## src/rtl/wbledpwm_fade.sv

```systemverilog
// rtl/wbledpwm_fade.sv - Wishbone-classic LED PWM driver with per-channel polarity and hardware fade.
module wbledpwm_fade #(
  parameter int AW        = 30,
  parameter int DW        = 32,
  parameter int NLEDS     = 4,
  parameter int PWM_WIDTH = 8
) (
  input  logic              wb_clk_i,
  input  logic              wb_reset_i,
  input  logic [AW-1:0]     wb_adr_i,
  input  logic [DW-1:0]     wb_dat_i,
  output logic [DW-1:0]     wb_dat_o,
  input  logic              wb_we_i,
  input  logic [DW/8-1:0]   wb_sel_i,
  output logic              wb_ack_o,
  input  logic              wb_cyc_i,
  input  logic              wb_stb_i,
  output logic [NLEDS-1:0]  leds
);
  localparam int SW = ((PWM_WIDTH > 8) ? PWM_WIDTH : 8) + 1;
  localparam logic [PWM_WIDTH-1:0] CNT_LAST = PWM_WIDTH'((32'd1 << PWM_WIDTH) - 32'd2);

  logic                               ack_q, ack_d;
  logic [DW-1:0]                      dat_q, dat_d;
  logic                               en_q, en_d;
  logic [15:0]                        fdiv_q, fdiv_d;
  logic [15:0]                        fcnt_q, fcnt_d;
  logic [PWM_WIDTH-1:0]               pwm_q, pwm_d;
  logic [NLEDS-1:0]                   leds_q, leds_d;
  logic [NLEDS-1:0]                   inv_q, inv_d;
  logic [NLEDS-1:0][PWM_WIDTH-1:0]    tgt_q, tgt_d;
  logic [NLEDS-1:0][PWM_WIDTH-1:0]    cur_q, cur_d;
  logic [NLEDS-1:0][7:0]              step_q, step_d;

  logic       acc, wr, wrap, tick;
  logic [5:0] adr;
  logic       unused;

  assign unused   = ^{wb_adr_i[AW-1:6], wb_sel_i, wb_dat_i};
  assign wb_ack_o = ack_q;
  assign wb_dat_o = dat_q;
  assign leds     = leds_q;

  always_comb begin : comb_p
    logic [SW-1:0] cw, tw, sw;
    acc    = wb_cyc_i & wb_stb_i & ~ack_q;
    wr     = acc & wb_we_i;
    adr    = wb_adr_i[5:0];
    ack_d  = acc;
    dat_d  = '0;
    en_d   = en_q;
    fdiv_d = fdiv_q;
    inv_d  = inv_q;
    tgt_d  = tgt_q;
    step_d = step_q;
    cur_d  = cur_q;
    leds_d = inv_q;
    cw     = '0;
    tw     = '0;
    sw     = '0;

    wrap   = en_q && (pwm_q == CNT_LAST);
    tick   = wrap && (fcnt_q == '0);
    pwm_d  = (!en_q || wrap) ? '0 : pwm_q + PWM_WIDTH'(1);
    fcnt_d = fcnt_q;
    if (!en_q)     fcnt_d = '0;
    else if (wrap) fcnt_d = (fcnt_q == '0) ? fdiv_q : fcnt_q - 16'd1;

    // Fade logic reads target_q, so a write coincident with a tick affects only the next tick.
    for (int i = 0; i < NLEDS; i++) begin
      cw = SW'(cur_q[i]);
      tw = SW'(tgt_q[i]);
      sw = SW'(step_q[i]);
      if (en_q) begin
        leds_d[i] = (pwm_q < cur_q[i]) ^ inv_q[i];
        if (step_q[i] == 8'd0) begin
          cur_d[i] = tgt_q[i];
        end else if (tick) begin
          if (cw < tw)      cur_d[i] = (cw + sw >= tw) ? tgt_q[i] : PWM_WIDTH'(cw + sw);
          else if (cw > tw) cur_d[i] = (cw >= tw + sw) ? PWM_WIDTH'(cw - sw) : tgt_q[i];
        end
      end
    end

    if (acc && !wb_we_i) begin
      if (adr == 6'h00) begin
        dat_d[0]     = en_q;
        dat_d[31:16] = fdiv_q;
      end
      for (int i = 0; i < NLEDS; i++) begin
        if (adr == 6'h01)                          dat_d[i] = (cur_q[i] != tgt_q[i]);
        if (adr[5:4] == 2'b01 && adr[3:0] == 4'(i)) begin
          dat_d[PWM_WIDTH-1:0] = tgt_q[i];
          dat_d[23:16]         = step_q[i];
          dat_d[31]            = inv_q[i];
        end
        if (adr[5:4] == 2'b10 && adr[3:0] == 4'(i)) dat_d[PWM_WIDTH-1:0] = cur_q[i];
      end
    end

    if (wr) begin
      if (adr == 6'h00) begin
        if (wb_sel_i[0]) en_d         = wb_dat_i[0];
        if (wb_sel_i[2]) fdiv_d[7:0]  = wb_dat_i[23:16];
        if (wb_sel_i[3]) fdiv_d[15:8] = wb_dat_i[31:24];
      end
      for (int i = 0; i < NLEDS; i++) begin
        if (adr[5:4] == 2'b01 && adr[3:0] == 4'(i)) begin
          for (int b = 0; b < PWM_WIDTH; b++)
            if (wb_sel_i[b/8]) tgt_d[i][b] = wb_dat_i[b];
          if (wb_sel_i[2]) step_d[i] = wb_dat_i[23:16];
          if (wb_sel_i[3]) inv_d[i]  = wb_dat_i[31];
        end
      end
    end
  end

  always_ff @(posedge wb_clk_i or posedge wb_reset_i) begin
    if (wb_reset_i) begin
      ack_q  <= 1'b0;
      dat_q  <= '0;
      en_q   <= 1'b0;
      fdiv_q <= '0;
      fcnt_q <= '0;
      pwm_q  <= '0;
      leds_q <= '0;
      inv_q  <= '0;
      tgt_q  <= '0;
      cur_q  <= '0;
      step_q <= '0;
    end else begin
      ack_q  <= ack_d;
      dat_q  <= dat_d;
      en_q   <= en_d;
      fdiv_q <= fdiv_d;
      fcnt_q <= fcnt_d;
      pwm_q  <= pwm_d;
      leds_q <= leds_d;
      inv_q  <= inv_d;
      tgt_q  <= tgt_d;
      cur_q  <= cur_d;
      step_q <= step_d;
    end
  end
endmodule

```

## config.mk

```make
export PLATFORM = sky130hd
export DESIGN_NAME = wbledpwm_fade
export DESIGN_NICKNAME = d
export VERILOG_FILES = /design/src/rtl/wbledpwm_fade.sv
export SDC_FILE = /design/constraint.sdc
export NUM_CORES = 1
export LEC_CHECK = 0
export CORE_ASPECT_RATIO = 0.75
export CORE_UTILIZATION = 60
export CTS_CLUSTER_DIAMETER = 30
export DETAILED_ROUTE_END_ITERATION = 8
export DONT_BUFFER_PORTS = 1
export MAX_ROUTING_LAYER = met4
export PLACE_DENSITY = 0.79
export SLEW_MARGIN = 20
export SYNTH_ARGS = -nofsm -noshare
export SYNTH_HDL_FRONTEND = slang
export SYNTH_SLANG_ARGS = --single-unit
export TNS_END_PERCENT = 20
```

## constraint.sdc

```tcl
create_clock -name wb_clk_i -period 5.4 [get_ports wb_clk_i]
set_input_delay 0.54 -clock wb_clk_i [delete_from_list [all_inputs] [get_ports wb_clk_i]]
set_output_delay 0.54 -clock wb_clk_i [all_outputs]
set_load 0.1 [all_outputs]
```

# == Yosys cells after proc, flatten, opt, wreduce, memory -nomap -nowiden ==
# Cells that the tools add are included.
# word_totals
ff_bits,170
output_inout_bits,37
word_cells,182
# classes
n_addsub,14
n_lt_le_gt_ge,20
n_eq_ne,12
n_mux,56
bitwise,8
n_reduce_logical,48
# op_table
op,count
8-bit two-way mux,38
16-bit two-way mux,5
8-bit by 8-bit adder with 9-bit output,8
8-bit less-than comparator,8
3-bit AND reduction,19
8-bit by 9-bit greater-or-equal comparator with 1-bit output,4
9-bit by 8-bit greater-or-equal comparator with 1-bit output,4
8-bit greater-than comparator,4
8-bit logical NOT,4
8-bit != test,4
8-bit subtractor,4
16-bit logical NOT,1
16-bit by 1-bit subtractor with 16-bit output (second input constant),1
1-bit two-way mux,13
3-bit nonzero test,4
1-bit logical AND,11
8-bit by 1-bit adder with 8-bit output (second input constant),1
4-bit by 2-bit == test with 1-bit output (second input constant),2
8-bit == test (second input constant),1
2-bit nonzero test,4
6-bit by 1-bit == test with 1-bit output (second input constant),1
6-bit logical NOT,1
4-bit by 1-bit == test with 1-bit output (second input constant),1
4-bit logical NOT,1
other kinds (8),14

# == Logic depth before layout (Yosys ltp) ==
# logic_depth
ltp_word,15
ltp_mapped,18
mapped_depth_nobuf,17

# == Least setup slack after synthesis ==
# Ideal clock, no wire load.
# synth_path
path_kind,register -> register
startpoint,reg step_q[1] (netlist bit)
endpoint,reg cur_q[1] (netlist bit)
setup_time_ns,0.131
t_arrival_ns,3.453
required_ns,5.269
path_slack_ns,1.816
path_stages_with_launch,16
n_path_buf,1
synth_period_minus_slack_ns,3.584
path_cell_list,dfrtp_1 inv_1 ha_1 nor2b_1 o21a_1 or2_2 a211oi_1 xor2_1 ha_1 o21a_1 o211ai_1 a32oi_1 or2_1 clkbuf_1 a221oi_1 a21oi_1
# synth_via
elab_chain_len,7
# synth_rtl
element,line_no,source
start: declaration,33,"logic [NLEDS-1:0][7:0] step_q, step_d;"
start signal: assignment,142,step_q <= step_d;
8-bit by 8-bit adder with 9-bit output,80,else if (cw > tw) cur_d[i] = (cw >= tw + sw) ? PWM_WIDTH'(cw - sw) : tgt_q[i];
8-bit by 9-bit greater-or-equal comparator with 1-bit output,80,
8-bit two-way mux (2 in a row),80,
8-bit two-way mux,79,if (cw < tw) cur_d[i] = (cw + sw >= tw) ? tgt_q[i] : PWM_WIDTH'(cw + sw);
8-bit two-way mux,78,end else if (tick) begin
8-bit two-way mux,76,if (step_q[i] == 8'd0) begin
end signal: assignment,141,cur_q <= cur_d;
end: declaration,32,"logic [NLEDS-1:0][PWM_WIDTH-1:0] cur_q, cur_d;"
# Parallel ways exist; a longest one is shown, timed or not. The select of a mux whose other input is x is not followed.
# A chain may end at the register's enable or synchronous reset.

# == Worst setup path in the final report ==
# layout_path
startpoint,reg step_q (netlist bit comb_p.sw[1])
endpoint,reg cur_q (netlist bit comb_p.cw[0])
# The elaborated chain is that of the path after synthesis.

==> results.yml <==
synthesis:
  synth_top_family_by_area: "compound AO/OA/AOI/OAI gates"
  avgSynthCellArea_um2: 9.17
  synth_compound_area_share_pct: 21.5
  ys_ff_latch: 170
  muxShareOfSynthArea_pct: 6.84
  synthXorXnorAreaFrac_pct: 3.61
  yosysUniqueCellTypes: 81
  synth-simple-area-share_pct: 13.2
  ys.flop_type: "dfrtp_1"
  synth_async_sr_flop_share_pct: 100
  yosysWarningCount: 0
  yosys.area_share.adder_pct: 20.5
  yosysSeqAreaShare_pct: 29.2
  synth-edff-count: 0
  netlist_area_um2: 14600
  syn_inst: 1590
timing:
  slew_violations: 0
  rsz0062_at_grt: "no"
  min_period_over_period_pct: 82.9
  fin_worst_skew_ns: 0.0162
  tightest_slew_ns: 1.05
  final_hold_viol_count: 0
  setup_violations: 0
  hold_ws_ns: 0.0916
  relSlewSlack_pct: 29.6
  finalCriticalPeriod_ns: 4.48
  timing.fmax_mhz: 223
  timing.setup.tns_ns: 0
cells_and_area:
  final_cell_mix: "ha_1, dfrtp_1, inv_1"
  nFillCells: 1887
  multiInputGateArea_um2: 9620
  nets: 1880
  syn2layout_area_growth_pct: 6.36
  layout-drive-gt1-share_pct: 10.1
  final-seq-area_um2: 4250
  diodes: 0
  layout_commonest_cell: "ha_1"
global_routing:
  grt_overflow: 0
  antenna_found_initial: 0
  grt_usage_pct: 37.0
  grt_pass1_wl_mm: 67.9
  grt_pass1_vias: 12300
  grt_start_max_net_pins: 86
power:
  leakage_nw: 7.18
  switchingPower_mw: 1.39
  p_int_mw: 2.42
  power_mw: 3.81
  p_seq_share_pct: 37.0
  p_comb_share_pct: 27.8
  clkPwrFrac_pct: 35.2
  irDropWorstVdd_uv: 213
  switching_share_pct: 36.5
  p_per_area_nw_per_um2: 246
clocking:
  cts-buffers-inserted: 17
  cts.reportedPaths.clkPinSlew_ns: 0.08
  cts_setup_buffers: 0
  cts-resized-gates: 0
  hold_buffers: 0
  cts_root_buf: "clkbuf_16"
  insertion_delay_ns: 0.46
  cts_tree: "built"
  clock-sinks: 170
  cts_htree_levels: 4
  clock_path_buffers: 2
floorplan:
  core_um2: 23400
  start_util_pct: 62.2
  ios: 108
  dieArea_um2: 24900
  rows: 48
  die_y_um: 137
  fp.dieW_um: 182
setup_path:
  cpPeakStageDelay_ns: 0.68
  startpoint_type: "flop"
  worstPathMaxFanout: 12
  crit_path_end_kind: "flop"
  r2r_start: "comb_p.sw[1]$_DFFE_PP0P_"
  crit_start: "comb_p.sw[1]$_DFFE_PP0P_"
  slowest_stage: "dfrtp_1"
  cp.required_ns: 5.74
  path_cells: "inv_1 -> ha_1 -> nand2b_1 -> a21oi_1 -> o31ai_1 -> nor2b_1 -> xnor2_1 -> ha_1 -> a21o_1 -> a21o_1 -> a21oi_1 -> o31ai_1 -> a211o_1 -> a21oi_1 -> nor2_1 -> o31ai_1"
  crit_type: "reg2reg"
  worstPathArrival_ns: 4.82
status:
  status: "finished clean"
placed_design:
  dp_hpwl_mm: 32.9
  globalplace.congestion: 0.999
  io_buffer_count: 0
drt:
  drtIter0Drc: 1375
  firstDrtPassIters: 6
  wl_mm: 43.9
  wire_per_inst_um: 23.2
  drc_errors: 0
  viasPerCell: 6.77
  num_vias: 12800
  ant_nets: 0
hold_path:
  hold_path_class: "in2async"
job:
  cap_viol_max_count: 0
==> layout make-up <==
type                    count  share of cell area [%]
multi-input cells        1237                    62.1
well taps                 300                    2.42
clock inverters            15                    1.34
repair buffers             13                   0.629
inverters                 138                    3.37
clock buffers              17                    2.74
flip-flops and latches    170                    27.4
==> kinds of logic after synthesis <==
family | count (synthesis)
AO/OA/AOI/OAI | 462
AND/OR/NAND/NOR | 386
adder cells (fa/ha/maj) | 232
buffers and inverters | 190
flip-flops | 170
multiplexers | 89
XOR/XNOR | 60
other | 1
==> synthesized netlist by cell type (23+ instances only) <==
cell type | n | area (um^2)
ha_1 | 220 | 2750
dfrtp_1 | 170 | 4250
inv_1 | 138 | 518
nor2_1 | 113 | 424
a21oi_1 | 104 | 521
mux2_2 | 85 | 957
o21ai_0 | 85 | 425
nand2_1 | 81 | 304
a22oi_1 | 42 | 315
clkbuf_1 | 37 | 139
nor2b_1 | 35 | 219
xnor2_1 | 32 | 280
nor3_1 | 30 | 150
xor2_1 | 28 | 245
nand2b_1 | 26 | 163
a21o_1 | 23 | 173
==> power by group through the flow <==
stage / sequential [mW] / clock, mW / combinational (mW)
after floorplan: 1.39 / 0 / 0.816
after global placement: 1.43 / 0 / 0.990
after detailed placement: 1.43 / 0 / 1.03
after CTS: 1.40 / 1.34 / 1.03
after global routing: 1.41 / 1.39 / 1.17
final: 1.41 / 1.34 / 1.06
==> critical path, delay by kind of cell (launching register included) <==
| family | cells | cell delay [ns] |
|---|---|---|
| xor+xnor | 1 | 0.16 |
| compound gates | 9 | 2.23 |
| flops | 1 | 0.68 |
| simple gates | 3 | 0.50 |
| fa+ha+maj | 2 | 0.59 |
| buf+inv | 1 | 0.18 |
==> through the flow <==
step / cells / util, % / setup WS, ns / area, um^2
2_1_floorplan: 1597 / - / 0.257 / 14600
3_3_place_gp: 1858 / 63.5 / 1.20 / 14900
3_5_place_dp: 1858 / 63.5 / 1.08 / 14900
4_1_cts: 1890 / 66.2 / 1.04 / 15500
5_1_grt: 1890 / 66.2 / 0.654 / 15500
6_report: 1890 / 66.2 / 0.922 / 15500
==> sequential cells by signal (all words and copies together) (netlist names) <==
register and flops:
fcnt_q 16, fdiv_q 16, cur_q 24, leds 4, wb_dat_o 24, pwm_q 8, en_q 1, comb_p.tw 8
inv_q 4, step_q 24, wb_ack_o 1, tgt_q 24, comb_p.cw 8, comb_p.sw 8
==> metal layers <==
metal  track usage, %  up-vias  wire [um]
met2             54.1      676      18500
li1                 -     5810          -
met4             13.6        0       1420
met1             49.1     6185      19000
met3             10.2      121       4970
met5                -        -          0
==> final timing paths <==
| kind | end | slack, ns | cells past startpoint |
|---|---|---|---|
| min in group wb_clk_i | tgt_q[2]$_DFFE_PP0P_ | 0.23 | 1 |
| min | wb_dat_o[27]$_DFF_PP0_ | 0.09 | 1 |
| max | comb_p.cw[0]$_DFFE_PP0P_ | 0.92 | 16 |
| max in group asynchronous | fcnt_q[15]$_DFFE_PP0N_ | 4.15 | 2 |
| min reg2reg | leds[2]$_DFF_PP0_ | 0.49 | 1 |
| max reg2reg | comb_p.cw[0]$_DFFE_PP0P_ | 0.92 | 16 |
Power figures use the tool's default switching activity.
